===== src/rtl/sb_timer_pkg.sv =====
// Shared definitions for the sb_timer machine-timer slave: register indices,
// CTRL bit positions, write-response codes and a byte-lane merge helper.
package sb_timer_pkg;

   localparam logic [2:0] IDX_MTIME_LO = 3'd0;
   localparam logic [2:0] IDX_MTIME_HI = 3'd1;
   localparam logic [2:0] IDX_CMP_LO   = 3'd2;
   localparam logic [2:0] IDX_CMP_HI   = 3'd3;
   localparam logic [2:0] IDX_CTRL     = 3'd4;
   localparam logic [2:0] IDX_PRESC    = 3'd5;
   localparam logic [2:0] IDX_STATUS   = 3'd6;
   localparam logic [2:0] IDX_UNMAPPED = 3'd7;

   localparam int unsigned CTRL_EN_BIT = 0;
   localparam int unsigned CTRL_IE_BIT = 1;

   localparam logic BRESP_OK  = 1'b0;
   localparam logic BRESP_ERR = 1'b1;

   function automatic logic [31:0] apply_wstrb(input logic [31:0] old_val,
                                               input logic [31:0] new_val,
                                               input logic [3:0]  strb);
      logic [31:0] res;
      res = old_val;
      for (int b = 0; b < 4; b++) begin
         if (strb[b]) res[8*b +: 8] = new_val[8*b +: 8];
      end
      return res;
   endfunction

endpackage


===== src/rtl/sb_slave_if.sv =====
// AR/R and W/B handshake registers for one sb slave port. Presents single-cycle
// read/write strobes to the register block and captures its read data.
module sb_slave_if
   import sb_timer_pkg::*;
(
   input  logic        clk,
   input  logic        rst,

   input  logic        sb_arvalid,
   output logic        sb_arready,
   input  logic [31:0] sb_araddr,
   output logic        sb_rvalid,
   input  logic        sb_rready,
   output logic [31:0] sb_rdata,

   input  logic        sb_wvalid,
   output logic        sb_wready,
   input  logic [31:0] sb_waddr,
   input  logic [31:0] sb_wdata,
   input  logic [3:0]  sb_wstrb,
   output logic        sb_bvalid,
   input  logic        sb_bready,
   output logic        sb_bresp,

   output logic        rd_en,
   output logic [2:0]  rd_idx,
   input  logic [31:0] rd_data,
   output logic        wr_en,
   output logic [2:0]  wr_idx,
   output logic [31:0] wr_data,
   output logic [3:0]  wr_strb
);

   logic        rvalid_q;
   logic [31:0] rdata_q;
   logic        bvalid_q;
   logic        bresp_q;

   // Only the word index is decoded; the rest of the address is ignored.
   logic unused_addr;
   assign unused_addr = ^{sb_araddr[31:5], sb_araddr[1:0], sb_waddr[31:5], sb_waddr[1:0]};

   assign sb_arready = !rvalid_q;
   assign sb_wready  = !bvalid_q;
   assign sb_rvalid  = rvalid_q;
   assign sb_rdata   = rdata_q;
   assign sb_bvalid  = bvalid_q;
   assign sb_bresp   = bresp_q;

   assign rd_en   = sb_arvalid && !rvalid_q;
   assign rd_idx  = sb_araddr[4:2];
   assign wr_en   = sb_wvalid && !bvalid_q;
   assign wr_idx  = sb_waddr[4:2];
   assign wr_data = sb_wdata;
   assign wr_strb = sb_wstrb;

   always_ff @(posedge clk or posedge rst) begin
      if (rst) begin
         rvalid_q <= 1'b0;
         rdata_q  <= '0;
      end else if (rd_en) begin
         rvalid_q <= 1'b1;
         rdata_q  <= rd_data;
      end else if (sb_rready) begin
         rvalid_q <= 1'b0;
      end
   end

   always_ff @(posedge clk or posedge rst) begin
      if (rst) begin
         bvalid_q <= 1'b0;
         bresp_q  <= BRESP_OK;
      end else if (wr_en) begin
         bvalid_q <= 1'b1;
         bresp_q  <= (wr_idx == IDX_UNMAPPED) ? BRESP_ERR : BRESP_OK;
      end else if (sb_bready) begin
         bvalid_q <= 1'b0;
      end
   end

endmodule


===== src/rtl/sb_timer.sv =====
// Machine timer on an sb slave port: 64-bit mtime with prescaler, 64-bit
// mtimecmp, and a registered level interrupt when mtime >= mtimecmp.
module sb_timer
   import sb_timer_pkg::*;
#(
   parameter int unsigned PRESC_W = 16,
   parameter logic [63:0] CMP_RST = 64'hFFFF_FFFF_FFFF_FFFF
) (
   input  logic        sb_clk,
   input  logic        sb_rst,

   input  logic        sb_arvalid,
   output logic        sb_arready,
   input  logic [31:0] sb_araddr,
   output logic        sb_rvalid,
   input  logic        sb_rready,
   output logic [31:0] sb_rdata,

   input  logic        sb_wvalid,
   output logic        sb_wready,
   input  logic [31:0] sb_waddr,
   input  logic [31:0] sb_wdata,
   input  logic [3:0]  sb_wstrb,
   output logic        sb_bvalid,
   input  logic        sb_bready,
   output logic        sb_bresp,

   output logic        timer_intr
);

   logic        rd_en;
   logic [2:0]  rd_idx;
   logic [31:0] rd_data;
   logic        wr_en;
   logic [2:0]  wr_idx;
   logic [31:0] wr_data;
   logic [3:0]  wr_strb;

   sb_slave_if u_slave_if (
      .clk        (sb_clk),
      .rst        (sb_rst),
      .sb_arvalid (sb_arvalid),
      .sb_arready (sb_arready),
      .sb_araddr  (sb_araddr),
      .sb_rvalid  (sb_rvalid),
      .sb_rready  (sb_rready),
      .sb_rdata   (sb_rdata),
      .sb_wvalid  (sb_wvalid),
      .sb_wready  (sb_wready),
      .sb_waddr   (sb_waddr),
      .sb_wdata   (sb_wdata),
      .sb_wstrb   (sb_wstrb),
      .sb_bvalid  (sb_bvalid),
      .sb_bready  (sb_bready),
      .sb_bresp   (sb_bresp),
      .rd_en      (rd_en),
      .rd_idx     (rd_idx),
      .rd_data    (rd_data),
      .wr_en      (wr_en),
      .wr_idx     (wr_idx),
      .wr_data    (wr_data),
      .wr_strb    (wr_strb)
   );

   logic [63:0]        mtime_q, mtime_d;
   logic [63:0]        cmp_q, cmp_d;
   logic               en_q, en_d;
   logic               ie_q, ie_d;
   logic [PRESC_W-1:0] presc_q, presc_d;
   logic [PRESC_W-1:0] cnt_q, cnt_d;
   logic [31:0]        shadow_q;
   logic               intr_q;

   logic wr_mtime_lo, wr_mtime_hi, wr_cmp_lo, wr_cmp_hi, wr_ctrl, wr_presc;
   logic tick;
   logic mtime_ge;

   assign wr_mtime_lo = wr_en && (wr_idx == IDX_MTIME_LO);
   assign wr_mtime_hi = wr_en && (wr_idx == IDX_MTIME_HI);
   assign wr_cmp_lo   = wr_en && (wr_idx == IDX_CMP_LO);
   assign wr_cmp_hi   = wr_en && (wr_idx == IDX_CMP_HI);
   assign wr_ctrl     = wr_en && (wr_idx == IDX_CTRL);
   assign wr_presc    = wr_en && (wr_idx == IDX_PRESC);

   assign tick     = en_q && (cnt_q == presc_q);
   assign mtime_ge = (mtime_q >= cmp_q);

   always_comb begin
      cnt_d = cnt_q + PRESC_W'(1);
      if (wr_presc || !en_q || tick) cnt_d = '0;
   end

   // A bus write to either mtime half wins over the tick; the other half keeps
   // its pre-tick value so no carry leaks in.
   always_comb begin
      mtime_d = mtime_q + 64'(tick);
      if (wr_mtime_lo) begin
         mtime_d = {mtime_q[63:32], apply_wstrb(mtime_q[31:0], wr_data, wr_strb)};
      end else if (wr_mtime_hi) begin
         mtime_d = {apply_wstrb(mtime_q[63:32], wr_data, wr_strb), mtime_q[31:0]};
      end
   end

   always_comb begin
      cmp_d   = cmp_q;
      en_d    = en_q;
      ie_d    = ie_q;
      presc_d = presc_q;
      if (wr_cmp_lo) cmp_d[31:0]  = apply_wstrb(cmp_q[31:0], wr_data, wr_strb);
      if (wr_cmp_hi) cmp_d[63:32] = apply_wstrb(cmp_q[63:32], wr_data, wr_strb);
      if (wr_ctrl && wr_strb[0]) begin
         en_d = wr_data[CTRL_EN_BIT];
         ie_d = wr_data[CTRL_IE_BIT];
      end
      if (wr_presc) presc_d = PRESC_W'(apply_wstrb(32'(presc_q), wr_data, wr_strb));
   end

   always_comb begin
      rd_data = '0;
      case (rd_idx)
         IDX_MTIME_LO: rd_data = mtime_q[31:0];
         IDX_MTIME_HI: rd_data = shadow_q;
         IDX_CMP_LO:   rd_data = cmp_q[31:0];
         IDX_CMP_HI:   rd_data = cmp_q[63:32];
         IDX_CTRL: begin
            rd_data[CTRL_EN_BIT] = en_q;
            rd_data[CTRL_IE_BIT] = ie_q;
         end
         IDX_PRESC:    rd_data = 32'(presc_q);
         IDX_STATUS:   rd_data = {31'b0, mtime_ge};
         default:      rd_data = '0;
      endcase
   end

   always_ff @(posedge sb_clk or posedge sb_rst) begin
      if (sb_rst) begin
         mtime_q <= '0;
         cmp_q   <= CMP_RST;
         en_q    <= 1'b0;
         ie_q    <= 1'b0;
         presc_q <= '0;
         cnt_q   <= '0;
      end else begin
         mtime_q <= mtime_d;
         cmp_q   <= cmp_d;
         en_q    <= en_d;
         ie_q    <= ie_d;
         presc_q <= presc_d;
         cnt_q   <= cnt_d;
      end
   end

   // Latching HI on a LO read makes a LO-then-HI pair coherent across a carry.
   always_ff @(posedge sb_clk or posedge sb_rst) begin
      if (sb_rst) begin
         shadow_q <= '0;
      end else if (rd_en && (rd_idx == IDX_MTIME_LO)) begin
         shadow_q <= mtime_q[63:32];
      end
   end

   always_ff @(posedge sb_clk or posedge sb_rst) begin
      if (sb_rst) intr_q <= 1'b0;
      else        intr_q <= ie_q && mtime_ge;
   end

   assign timer_intr = intr_q;

endmodule


===== config.mk =====
export PLATFORM = sky130hd
export DESIGN_NAME = sb_timer
export DESIGN_NICKNAME = d
export VERILOG_FILES = /design/src/rtl/sb_timer_pkg.sv /design/src/rtl/sb_slave_if.sv /design/src/rtl/sb_timer.sv
export SDC_FILE = /design/constraint.sdc
export NUM_CORES = 1
export LEC_CHECK = 0
export ABC_AREA = 1
export CAP_MARGIN = 20
export CORE_AREA = 3 3 157 159
export CTS_CLUSTER_DIAMETER = 40
export DETAILED_ROUTE_END_ITERATION = 12
export DIE_AREA = 0 0 160 162
export DONT_BUFFER_PORTS = 1
export PLACE_DENSITY_LB_ADDON = 0.1
export SLEW_MARGIN = 15
export SYNTH_ARGS = -nofsm -noshare
export SYNTH_HDL_FRONTEND = slang
export SYNTH_SLANG_ARGS = --single-unit

===== constraint.sdc =====
create_clock -name sb_clk -period 8.16 [get_ports sb_clk]
set_clock_uncertainty 0.15 [all_clocks]
set_input_delay 0 -clock sb_clk [delete_from_list [all_inputs] [get_ports sb_clk]]
set_output_delay 0 -clock sb_clk [all_outputs]
set_load 0.02 [all_outputs]

==> reports/metrics.cfg <==
[yosys]
synth_async_sr_flop_share_pct=100
synth.yosys.seq_area_share_pct=41.8
synth_area_um2=14000
synth_edf_count=0
synth.distinct_cells=51
syn-mean-instance-area_um2=7.40
instance_count_of_the_mapped_netlist=1888
synth_seq_cells=230
ys_dominant_reg_cell=sky130_fd_sc_hd__dfrtp_1
ys.warnings.count=0
synth_fp_nets=2061

[clocking]
insertion_delay_ps=520
post_cts.resized_instances=0
clkTransAtPathRegs_ps=50
cts_tree=done
cts.hold.buffers_added=65
htree_levels=2
clock_tree.root_cell=sky130_fd_sc_hd__clkbuf_16
cts_num_sinks=230
max-clock-path-buffers=3
cts_buf_count=37
post_cts_buffers=0

[finish]
fillCellCount=1988
multi_input_comb_area_um2=7000
sequential_cell_area_um2=5840
most_common_cell_after_layout_fill_and_taps_aside=sky130_fd_sc_hd__nand2_1
post-route-cell-area_um2=16200
layout.core_utilization_pct=69.1
drive_above_1_share_pct=8.55
syn_to_final_growth_pct=15.7
layout.nets=2132
layout_common_cells=sky130_fd_sc_hd__nand2_1 (506), sky130_fd_sc_hd__inv_1 (254), sky130_fd_sc_hd__o21ai_0 (237)

[power_and_ir_drop]
powerDensity_nw_per_um2=295
peakVddDrop_uv=187
power.total_uw=4770
cellLeakagePower_uw=0.00743

[floorplanning]
core_um2=23400
num_io_pins=144
initial_utilization_pct=59.7
die_height_um=162
fp.dieArea_um2=25900
die_w_um=160
num_rows=56

[setup_path]
required_ps=8460
critical-path-max-stage-delay_ps=580
worst_setup_path_endpoint=mtime_q[18]
logic_depth_of_the_worst_register_to_register_path=15
worst_setup_path_end_kind=register
ff2ff_setup_slack_ps=3650
critPathLaunchType=register
timing.critical_path.arrival_ps=4810
crit_path_cell_trace=xor2_1 -> nor4_1 -> nand3_1 -> nor2_1 -> ha_1 -> ha_1 -> nand3_2 -> nor2_4 -> nand2_4 -> nor3_4 -> nand3b_1 -> a21oi_1 -> o21ai_0 -> a31oi_1 -> dlygate4sd3_1
critical_path.most_common_cell=sky130_fd_sc_hd__ha_1
critPathMaxFanout=6
worstReg2RegEnd=mtime_q[18]
r2r_start=presc_q[14]
critical_path.startpoint=presc_q[14]
timing.setup.critical_path_class=register to register
critical-path-slowest-cell=sky130_fd_sc_hd__dlygate4sd3_1

[timing]
hold_ws_ps=-39.1
hold_viol=13
setup_tns_ps=0
max_freq_mhz=222
setup_viol=0
fin_crit_sh_pct=55.2
timing.slew.headroom_pct=26.0
setup_repair_after_global_routing_missed_its_margin=no
timing.final.max_slew_violations=0
tightestPinTransition_ps=1100
finalWorstPathRequiredPeriod_ps=4510
final_critical_path_setup_slack_ps=3650

[global_routing]
grt_pass1_wl_um=75100
grt_max_degree=112
grt_pass1_vias=13100
global_route.usage.total_pct=37.4
grt-ovfl-total=0
number_of_antenna_violations_at_the_first_check_in_global_routing=1

[placed_design]
placed_cell_area_um2=14300
gp_congestion=1.06
detailedPlacementHpwl_um=35500
io_buffer_count=0
pre_cts_slack_ps=4230

[route]
wl_per_cell_um=21.2
drt_iter0_markers=1641
total_vias_in_the_final_route=14000
postRouteAntennaNets=0
first_pass_iteration_count_of_the_detailed_router=6
wirelength_um=49000
post-route-drc-count=0
vias_per_cell=6.06

[worst_hold_path]
worst_hold_path_type=input pin to asynchronous set/reset pin

[outcome]
status=finished, violations left
failed_checks=hold timing

[run]
timing.max_cap.violations=0

[synth_stat cells (all sizes together) (15+ instances only)]
cell,count,area [µm²]
o211ai,15,113
dfstp,64,1680
ha,67,838
a21oi,47,235
nor3,47,267
nand3,79,425
nand2,512,1950
xor2,21,184
o21ai,251,1260
clkbuf,38,143
nor2,174,712
o22ai,20,125
nand4,30,188
inv,258,968
dfrtp,166,4150
[area by class of cell]
cell class | instances | share of cell area, %
flip-flops and latches | 230 | 36.1
well taps | 319 | 2.47
inverters | 260 | 6.08
clock buffers | 52 | 6.52
repair buffers | 79 | 4.70
multi-input cells | 1351 | 43.3
diodes | 1 | 0.0155
clock inverters | 16 | 0.828
[stage by stage]
step / hold slack, ps / instances
final: -39.1 / 2308
after global routing: 52.0 / 2307
after CTS: 0.304 / 2307
after detailed placement: -126 / 2174
after global placement: -127 / 2173
after floorplan: -38.2 / 1888
[worst max-delay path, delay by kind of cell (launching register included)]
kind	cells	cell delay, ps
adder cells (fa/ha/maj)	2	750
AND/OR/NAND/NOR	8	1860
buffers and inverters	1	580
flip-flops	1	470
AO/OA/AOI/OAI	3	450
XOR/XNOR	1	180
[power breakdown]
| part | switching [µW] | leakage (µW) | internal, µW |
|---|---|---|---|
| Sequential | 396 | 0.00275 | 1510 |
| Clock | 569 | 0.000574 | 940 |
| Combinational | 867 | 0.00411 | 489 |
| Total | 1830 | 0.00743 | 2940 |
[flip-flops by register name, summed over array words and instances, names as in the netlist, 16 cells and up]
signal               flops
mtime_q                 64
cnt_q                   16
cmp_q                   64
u_slave_if.sb_rdata     32
presc_q                 16
shadow_q                32
[layer usage]
metal	vias to the layer above	wire [µm]	track usage (%)
met5	-	0	0
met4	0	1810	13.1
met3	129	5510	6.94
met2	831	21900	58.8
met1	6637	19900	52.3
li1	6385	-	-
[worst min-delay path by stage]
stage | startpoint | end | slack (ps) | cells past startpoint
floorplan | sb_bready | u_slave_if.sb_bvalid | -40 | 1
global placement | sb_rst | u_slave_if.sb_rdata[29] | -130 | 1
detailed placement | sb_rst | u_slave_if.sb_rdata[29] | -130 | 1
CTS | sb_araddr[2] | u_slave_if.sb_rdata[3] | 0.3 | 7
global route | sb_araddr[3] | u_slave_if.sb_rdata[16] | 50 | 5
finish | sb_rst | u_slave_if.sb_rdata[29] | -40 | 2
[logic make-up after synthesis]
family | after synthesis | synth area share [%]
fa+ha+maj | 67 | 6.00
simple gates | 866 | 26.5
flops | 230 | 41.8
compound gates | 392 | 15.8
buf+inv | 307 | 8.30
xor+xnor | 25 | 1.57
mux | 1 | 0.0806
No activity file was read; power rests on OpenSTA's default activity.
